**config.mk**
```make
export PLATFORM = sky130hd
export DESIGN_NAME = spi_matrix_loader
export DESIGN_NICKNAME = d
export VERILOG_FILES = /design/src/rtl/spi_loader_pkg.sv /design/src/rtl/spi_slave_sync_shift.sv /design/src/rtl/spi_matrix_loader.sv
export SDC_FILE = /design/constraint.sdc
export NUM_CORES = 1
export LEC_CHECK = 0
export BUFFER_PORTS_ARGS = -buffer_cell sky130_fd_sc_hd__buf_2
export CAP_MARGIN = 5
export CORE_ASPECT_RATIO = 0.5
export CORE_MARGIN = 8
export CORE_UTILIZATION = 45
export DETAILED_ROUTE_END_ITERATION = 8
export PLACE_DENSITY_LB_ADDON = 0.3
export SYNTH_ARGS = -nofsm -noshare
export SYNTH_HDL_FRONTEND = slang
export SYNTH_SLANG_ARGS = --single-unit
```
**constraint.sdc**
```tcl
create_clock -name clk -period 6.9 [get_ports clk]
set_input_delay 2.07 -clock clk [delete_from_list [all_inputs] [get_ports clk]]
set_output_delay 2.07 -clock clk [all_outputs]
set_load 0.05 [all_outputs]
```
**src/rtl/spi_loader_pkg.sv**
```systemverilog
// Shared opcodes, mode encodings, FSM state codes and status-bit layout for the SPI matrix loader.
// Latency: n/a (constants only).
// Backpressure: n/a.
package spi_loader_pkg;
    localparam logic [7:0] OP_LOAD_A = 8'h01;
    localparam logic [7:0] OP_LOAD_B = 8'h02;
    localparam logic [7:0] OP_FINISH = 8'h03;
    localparam logic [7:0] OP_DIMS   = 8'h04;
    localparam logic [7:0] OP_CLR    = 8'h05;

    localparam logic [1:0] MODE_IDLE = 2'b00;
    localparam logic [1:0] MODE_A    = 2'b01;
    localparam logic [1:0] MODE_B    = 2'b10;
    localparam logic [1:0] MODE_FIN  = 2'b11;

    localparam logic [2:0] ST_IDLE   = 3'd0;
    localparam logic [2:0] ST_OPCODE = 3'd1;
    localparam logic [2:0] ST_LOAD_A = 3'd2;
    localparam logic [2:0] ST_LOAD_B = 3'd3;
    localparam logic [2:0] ST_DIMS   = 3'd4;
    localparam logic [2:0] ST_SKIP   = 3'd5;

    // Bit positions inside the MISO status byte; bits 2:0 read as zero.
    localparam int STAT_OVF   = 7;
    localparam int STAT_OP    = 6;
    localparam int STAT_DIM   = 5;
    localparam int STAT_FRAME = 4;
    localparam int STAT_DV    = 3;
endpackage

```
**src/rtl/spi_slave_sync_shift.sv**
```systemverilog
// SPI mode-0 slave front end: 2-FF synchronisers, sclk/cs_n edge detect, MSB-first byte shifter, MISO status shifter.
// Latency: byte_vld/byte_dat are combinational in the clk cycle where the synchronised 8th sclk rise is seen.
// Backpressure: none; the host paces bytes, sclk must stay at or below clk/8.
module spi_slave_sync_shift (
    input  logic       clk,
    input  logic       rst,
    input  logic       spi_sclk,
    input  logic       spi_cs_n,
    input  logic       spi_mosi,
    input  logic [7:0] status,
    output logic       cs_fall,
    output logic       cs_rise,
    output logic       byte_vld,
    output logic [7:0] byte_dat,
    output logic       spi_miso
);
    logic [1:0] sclk_sync;
    logic [1:0] cs_sync;
    logic [1:0] mosi_sync;
    logic       sclk_prev;
    logic       cs_prev;
    logic       sclk_rise;
    logic       sclk_fall;
    logic [2:0] bit_cnt;
    logic [6:0] shift;
    logic [7:0] miso_sr;
    logic       miso_en;

    // cs_n synchroniser resets to the deselected level so reset alone never looks like a frame end.
    always_ff @(posedge clk or posedge rst) begin
        if (rst) begin
            sclk_sync <= 2'b00;
            cs_sync   <= 2'b11;
            mosi_sync <= 2'b00;
            sclk_prev <= 1'b0;
            cs_prev   <= 1'b1;
        end else begin
            sclk_sync <= {sclk_sync[0], spi_sclk};
            cs_sync   <= {cs_sync[0], spi_cs_n};
            mosi_sync <= {mosi_sync[0], spi_mosi};
            sclk_prev <= sclk_sync[1];
            cs_prev   <= cs_sync[1];
        end
    end

    assign sclk_rise = sclk_sync[1] & ~sclk_prev;
    assign sclk_fall = ~sclk_sync[1] & sclk_prev;
    assign cs_fall   = ~cs_sync[1] & cs_prev;
    assign cs_rise   = cs_sync[1] & ~cs_prev;
    assign byte_vld  = sclk_rise & ~cs_sync[1] & (bit_cnt == 3'd7);
    assign byte_dat  = {shift, mosi_sync[1]};

    always_ff @(posedge clk or posedge rst) begin
        if (rst) begin
            bit_cnt <= 3'd0;
            shift   <= 7'd0;
        end else if (cs_sync[1]) begin
            bit_cnt <= 3'd0;
        end else if (sclk_rise) begin
            shift   <= {shift[5:0], mosi_sync[1]};
            bit_cnt <= bit_cnt + 3'd1;
        end
    end

    // Status is only driven during the opcode byte; the first bit is presented before the first rise.
    always_ff @(posedge clk or posedge rst) begin
        if (rst) begin
            miso_sr <= 8'd0;
            miso_en <= 1'b0;
        end else if (cs_fall) begin
            miso_sr <= status;
            miso_en <= 1'b1;
        end else if (cs_sync[1] || byte_vld) begin
            miso_en <= 1'b0;
        end else if (sclk_fall && miso_en) begin
            miso_sr <= {miso_sr[6:0], 1'b0};
        end
    end

    assign spi_miso = miso_en & miso_sr[7];
endmodule

```
**src/rtl/spi_matrix_loader.sv**
```systemverilog
// SPI slave that decodes per-frame opcodes and feeds 32-bit words, mode strobes and M/K/N dims to the SIPO stage.
// Latency: mode/serial_out update 1 clk after the synchronised sclk rise that completes a word or opcode.
// Backpressure: none; words past the programmed M*K or K*N limit are dropped and flagged as overflow.
module spi_matrix_loader #(
    parameter int MAX_M = 100,
    parameter int MAX_K = 100,
    parameter int MAX_N = 100,
    parameter int DIM_W = 8,
    parameter int CNT_W = 14
) (
    input  logic             clk,
    input  logic             rst,
    input  logic             spi_sclk,
    input  logic             spi_cs_n,
    input  logic             spi_mosi,
    output logic             spi_miso,
    output logic [31:0]      serial_out,
    output logic [1:0]       mode,
    output logic [DIM_W-1:0] M_out,
    output logic [DIM_W-1:0] K_out,
    output logic [DIM_W-1:0] N_out,
    output logic             err
);
    import spi_loader_pkg::*;

    localparam int PROD_W = 2 * DIM_W;

    logic              cs_fall;
    logic              cs_rise;
    logic              byte_vld;
    logic [7:0]        byte_dat;
    logic [7:0]        status;
    logic [2:0]        state;
    logic [1:0]        byte_idx;
    logic [23:0]       word_sr;
    logic [DIM_W-1:0]  m_buf;
    logic [DIM_W-1:0]  k_buf;
    logic [DIM_W-1:0]  dim_n;
    logic [CNT_W-1:0]  cnt_a;
    logic [CNT_W-1:0]  cnt_b;
    logic [CNT_W-1:0]  cnt_cur;
    logic [PROD_W-1:0] lim_a;
    logic [PROD_W-1:0] lim_b;
    logic              load_b;
    logic              room;
    logic              dims_ok;
    logic              ovf_err;
    logic              op_err;
    logic              dim_err;
    logic              frame_err;
    logic              dims_valid;

    always_comb begin
        status             = 8'd0;
        status[STAT_OVF]   = ovf_err;
        status[STAT_OP]    = op_err;
        status[STAT_DIM]   = dim_err;
        status[STAT_FRAME] = frame_err;
        status[STAT_DV]    = dims_valid;
    end

    spi_slave_sync_shift u_spi (
        .clk      (clk),
        .rst      (rst),
        .spi_sclk (spi_sclk),
        .spi_cs_n (spi_cs_n),
        .spi_mosi (spi_mosi),
        .status   (status),
        .cs_fall  (cs_fall),
        .cs_rise  (cs_rise),
        .byte_vld (byte_vld),
        .byte_dat (byte_dat),
        .spi_miso (spi_miso)
    );

    // Unprogrammed dims give a zero limit, so every word overflows.
    assign lim_a   = PROD_W'(M_out) * PROD_W'(K_out);
    assign lim_b   = PROD_W'(K_out) * PROD_W'(N_out);
    assign load_b  = (state == ST_LOAD_B);
    assign cnt_cur = load_b ? cnt_b : cnt_a;
    assign room    = PROD_W'(cnt_cur) < (load_b ? lim_b : lim_a);
    assign dim_n   = byte_dat[DIM_W-1:0];
    assign dims_ok = (m_buf != '0) && (m_buf <= DIM_W'(MAX_M)) &&
                     (k_buf != '0) && (k_buf <= DIM_W'(MAX_K)) &&
                     (dim_n != '0) && (dim_n <= DIM_W'(MAX_N));
    assign err     = ovf_err | op_err | dim_err | frame_err;

    always_ff @(posedge clk or posedge rst) begin
        if (rst) begin
            state      <= ST_IDLE;
            byte_idx   <= 2'd0;
            word_sr    <= 24'd0;
            m_buf      <= '0;
            k_buf      <= '0;
            cnt_a      <= '0;
            cnt_b      <= '0;
            ovf_err    <= 1'b0;
            op_err     <= 1'b0;
            dim_err    <= 1'b0;
            frame_err  <= 1'b0;
            dims_valid <= 1'b0;
            serial_out <= 32'd0;
            mode       <= MODE_IDLE;
            M_out      <= '0;
            K_out      <= '0;
            N_out      <= '0;
        end else begin
            mode <= MODE_IDLE;
            if (cs_rise) begin
                if ((state == ST_LOAD_A || state == ST_LOAD_B) && byte_idx != 2'd0)
                    frame_err <= 1'b1;
                state    <= ST_IDLE;
                byte_idx <= 2'd0;
            end else begin
                case (state)
                    ST_IDLE: begin
                        byte_idx <= 2'd0;
                        if (cs_fall)
                            state <= ST_OPCODE;
                    end
                    ST_OPCODE: if (byte_vld) begin
                        byte_idx <= 2'd0;
                        case (byte_dat)
                            OP_LOAD_A: state <= ST_LOAD_A;
                            OP_LOAD_B: state <= ST_LOAD_B;
                            OP_DIMS:   state <= ST_DIMS;
                            OP_FINISH: begin
                                mode  <= MODE_FIN;
                                state <= ST_SKIP;
                            end
                            OP_CLR: begin
                                ovf_err   <= 1'b0;
                                op_err    <= 1'b0;
                                dim_err   <= 1'b0;
                                frame_err <= 1'b0;
                                state     <= ST_SKIP;
                            end
                            default: begin
                                op_err <= 1'b1;
                                state  <= ST_SKIP;
                            end
                        endcase
                    end
                    ST_LOAD_A, ST_LOAD_B: if (byte_vld) begin
                        byte_idx <= byte_idx + 2'd1;
                        if (byte_idx == 2'd3) begin
                            if (room) begin
                                serial_out <= {word_sr, byte_dat};
                                mode       <= load_b ? MODE_B : MODE_A;
                                if (load_b) cnt_b <= cnt_b + 1'b1;
                                else        cnt_a <= cnt_a + 1'b1;
                            end else begin
                                ovf_err <= 1'b1;
                            end
                        end else begin
                            word_sr <= {word_sr[15:0], byte_dat};
                        end
                    end
                    ST_DIMS: if (byte_vld && byte_idx != 2'd3) begin
                        byte_idx <= byte_idx + 2'd1;
                        case (byte_idx)
                            2'd0: m_buf <= dim_n;
                            2'd1: k_buf <= dim_n;
                            default: begin
                                if (dims_ok) begin
                                    M_out      <= m_buf;
                                    K_out      <= k_buf;
                                    N_out      <= dim_n;
                                    dims_valid <= 1'b1;
                                    cnt_a      <= '0;
                                    cnt_b      <= '0;
                                end else begin
                                    dim_err <= 1'b1;
                                end
                            end
                        endcase
                    end
                    default: ;
                endcase
            end
        end
    end
endmodule

```
==> reports/metrics.yaml <==
timing:
  slew_viol_final: 0
  setup-violations-final: 0
  worst_slack_ns: 0.276
  fmax_ghz: 0.151
  slew_headroom_pct: 21.7
  worst_hold_slack_ns: 0.356
  fin_crit_ns: 6.62
  fin_worst_skew_ns: 0.0173
  hold_viol: 0
  period_share_pct: 96.0
  tightest_slew_ns: 1.17
global_route:
  antenna_found_initial: 0
  use_met3_pct: 2.97
  grt_pass1_vias: 8931
  grt_remaining_overflow: 0
  grt_pass1_wl_um: 47000
  grt_use_met2_pct: 28.4
  grtUsageTotal_pct: 17.7
  grt_max_degree: 74
  busiest_layer: "met2"
  grtUsageMet1_pct: 25.0
cts:
  postCtsHoldBufs: 0
  cts_made_buffers: 17
  path_clk_slew_ns: 0.08
  clkLatencyLatePin_ns: 0.44
  cts_max_level: 4
  root_buffer: "clkbuf_16"
  cts_tree: "yes"
  cts.sinks: 160
  clockBufferDepth: 2
yosys:
  ys_ff_latch: 160
  yosysSeqAreaShare_pct: 33.2
  ys_warn_count: 0
  synthCells: 1152
  netlist_area_mm2: 0.0121
  syn_avg_cell_area_um2: 10.5
  synth.distinct_cells: 74
  synth_ff_type: "dfrtp_1"
  synth_nets: 1323
  async_flop_share_pct: 100
  synth-edff-count: 0
pwr:
  p_int_mw: 1.61
  switching_share_pct: 33.1
  ir_drop_uv: 143
  seqPwrFrac_pct: 44.5
  clkPwrFrac_pct: 41.6
  powerDensity_mw_per_mm2: 176
  pwr-share-comb_pct: 13.9
  p_leak_nw: 7.11
  power.net_switching_mw: 0.798
setup_path:
  cp_max_fo: 16
  critPathCaptureType: "flop"
  max_stage_delay_ns: 0.56
  cp_num_buf_inv: 5
  startpoint: "K_out[4]$_DFFE_PP0P_"
  cpLargestDelayFamily: "adder cells"
  crit_type: "reg2reg"
  cp.arrival_ns: 6.94
  r2r-start: "K_out[4]$_DFFE_PP0P_"
  path_common_cell: "fa_1"
  slowest_stage: "fa_1"
  cp.depth: 27
  critPathRequiredTime_ns: 7.22
  r2r_cells: 27
  start_kind: "flop"
floorplan:
  core_mm2: 0.0264
  dieArea_mm2: 0.0326
  io_pins: 65
  start_util_pct: 45.7
  rows: 42
  die_x_um: 248
  dieHeight_um: 132
finish:
  nets: 1405
  fillers: 2344
  postLayoutCoreUtil_pct: 51.9
  drive_gt1_share_pct: 22.9
  final_cell_area_mm2: 0.0137
  syn2layout_area_growth_pct: 13.4
drt:
  num_vias: 8903
  vias_per_cell: 5.56
  dr.pass1.iters: 5
  routed_wl_um: 28800
  drt-initial-drc-count: 585
  drcViolationCount: 0
  wl_per_cell_um: 18.0
  detail-route-antenna-nets: 0
worst_hold_path:
  hold_start: "u_spi.mosi_sync[0]$_DFF_PP0_"
  hold_depth: 0
  hold_path_class: "reg2reg"
outcome:
  outcome: "complete, no violations"
placement:
  dpl_worst_slack_ns: 0.0216
  place_area_mm2: 0.0128
  gp_congestion: 0.859
  port_buffers: 64
  hpwl_um: 21200
flow_run:
  drv_cap: 0
-- cell usage in the layout, fill, tap and decap left out, drive strengths merged, types with 34 or more instances in the layout --
cell type and count:
inv 124, and2 114, nor2 47, buf 104, mux2 109, o21ai 48, a21oi 34, fa 72
ha 94, nand2 69, dfrtp 157
-- sequential cells by signal (all words and copies together) (netlist names), 5 cells and up --
name and count:
u_spi.miso_sr 5, M_out 8, cnt_a 14, m_buf 8, k_buf 8, K_out 8
cnt_b 14, u_spi.shift 7, N_out 8, word_sr 24, serial_out 32
-- final cells by class --
type	count	area (µm²)	area share, %
tap	352	440	3.22
clock buffer	17	425	3.11
sequential	160	4020	29.4
timing repair buffer	106	694	5.07
inverter	117	444	3.25
clock inverter	15	221	1.62
multi-input combinational	832	7440	54.3
antenna	1	2.50	0.0183
-- power by group through the flow --
stage,combinational [mW],sequential [mW],clock (mW)
final,0.336,1.07,1.00
after global routing,0.368,1.08,1.06
after CTS,0.327,1.07,1.02
after detailed placement,0.323,1.09,0
after global placement,0.314,1.08,0
after floorplan,0.295,1.03,0
-- logic make-up (layout without fill, tap and decap cells) --
logic type / count (synthesis) / in the layout / synth area share [%]
other cells: 0 / 1 / 0
simple gates: 341 / 341 / 15.6
compound gates: 178 / 178 / 10.3
fa+ha+maj: 166 / 166 / 21.7
xor+xnor: 23 / 23 / 1.67
buf+inv: 160 / 255 / 5.66
mux: 124 / 124 / 11.9
flops: 160 / 160 / 33.2
-- final timing paths --
check	to	slack (ns)
max in group asynchronous	K_out[4]$_DFFE_PP0P_	3.88
min in group asynchronous	u_spi.miso_sr[6]$_DFFE_PP0P_	1.64
worst min register to register	u_spi.mosi_sync[1]$_DFF_PP0_	0.36
worst min-delay path	u_spi.mosi_sync[1]$_DFF_PP0_	0.36
worst max-delay path	serial_out[8]$_DFFE_PP0P_	0.28
worst max register to register	serial_out[8]$_DFFE_PP0P_	0.28
-- what timing repair did --
item / in CTS / in global routing
cloned: 0 / 1
pin swaps: 0 / 4
gates resized for setup: 4 / 21
buffers inserted: 0 / 11
endpoints found under the setup margin: 6 / 62
hold endpoints to repair: 0 / 0
-- Yosys cell counts (10+ instances only) --
| cell | number | area [µm²] |
|---|---|---|
| dfrtp_1 | 157 | 3930 |
| inv_1 | 117 | 439 |
| and2_1 | 113 | 707 |
| ha_1 | 94 | 1180 |
| mux2_2 | 88 | 991 |
| fa_1 | 72 | 1440 |
| nand2_1 | 68 | 255 |
| nor2_1 | 45 | 169 |
| o21ai_0 | 44 | 220 |
| a21oi_1 | 34 | 170 |
| and3_1 | 27 | 169 |
| clkbuf_1 | 25 | 93.8 |
| nand3_1 | 21 | 105 |
| xnor2_1 | 17 | 149 |
| mux2i_1 | 15 | 150 |
| mux2_4 | 14 | 210 |
| a21o_1 | 11 | 82.6 |
| nand2b_1 | 11 | 68.8 |
| o22a_1 | 10 | 87.6 |
-- routing by layer --
metal  up-vias  wire (µm)
met5         -          0
met4         0        242
met3        19       1270
met2       183      13600
met1      4557      13700
li1       4144          -
-- stage by stage --
step                      cells  setup TNS (ns)  total power [mW]
after global routing       1599          -0.995              2.51
after CTS                  1587               0              2.42
final                      1600               0              2.41
after global placement     1555               0              1.40
after detailed placement   1555               0              1.41
after floorplan            1152               0              1.32
(Power assumes the default switching activity.)
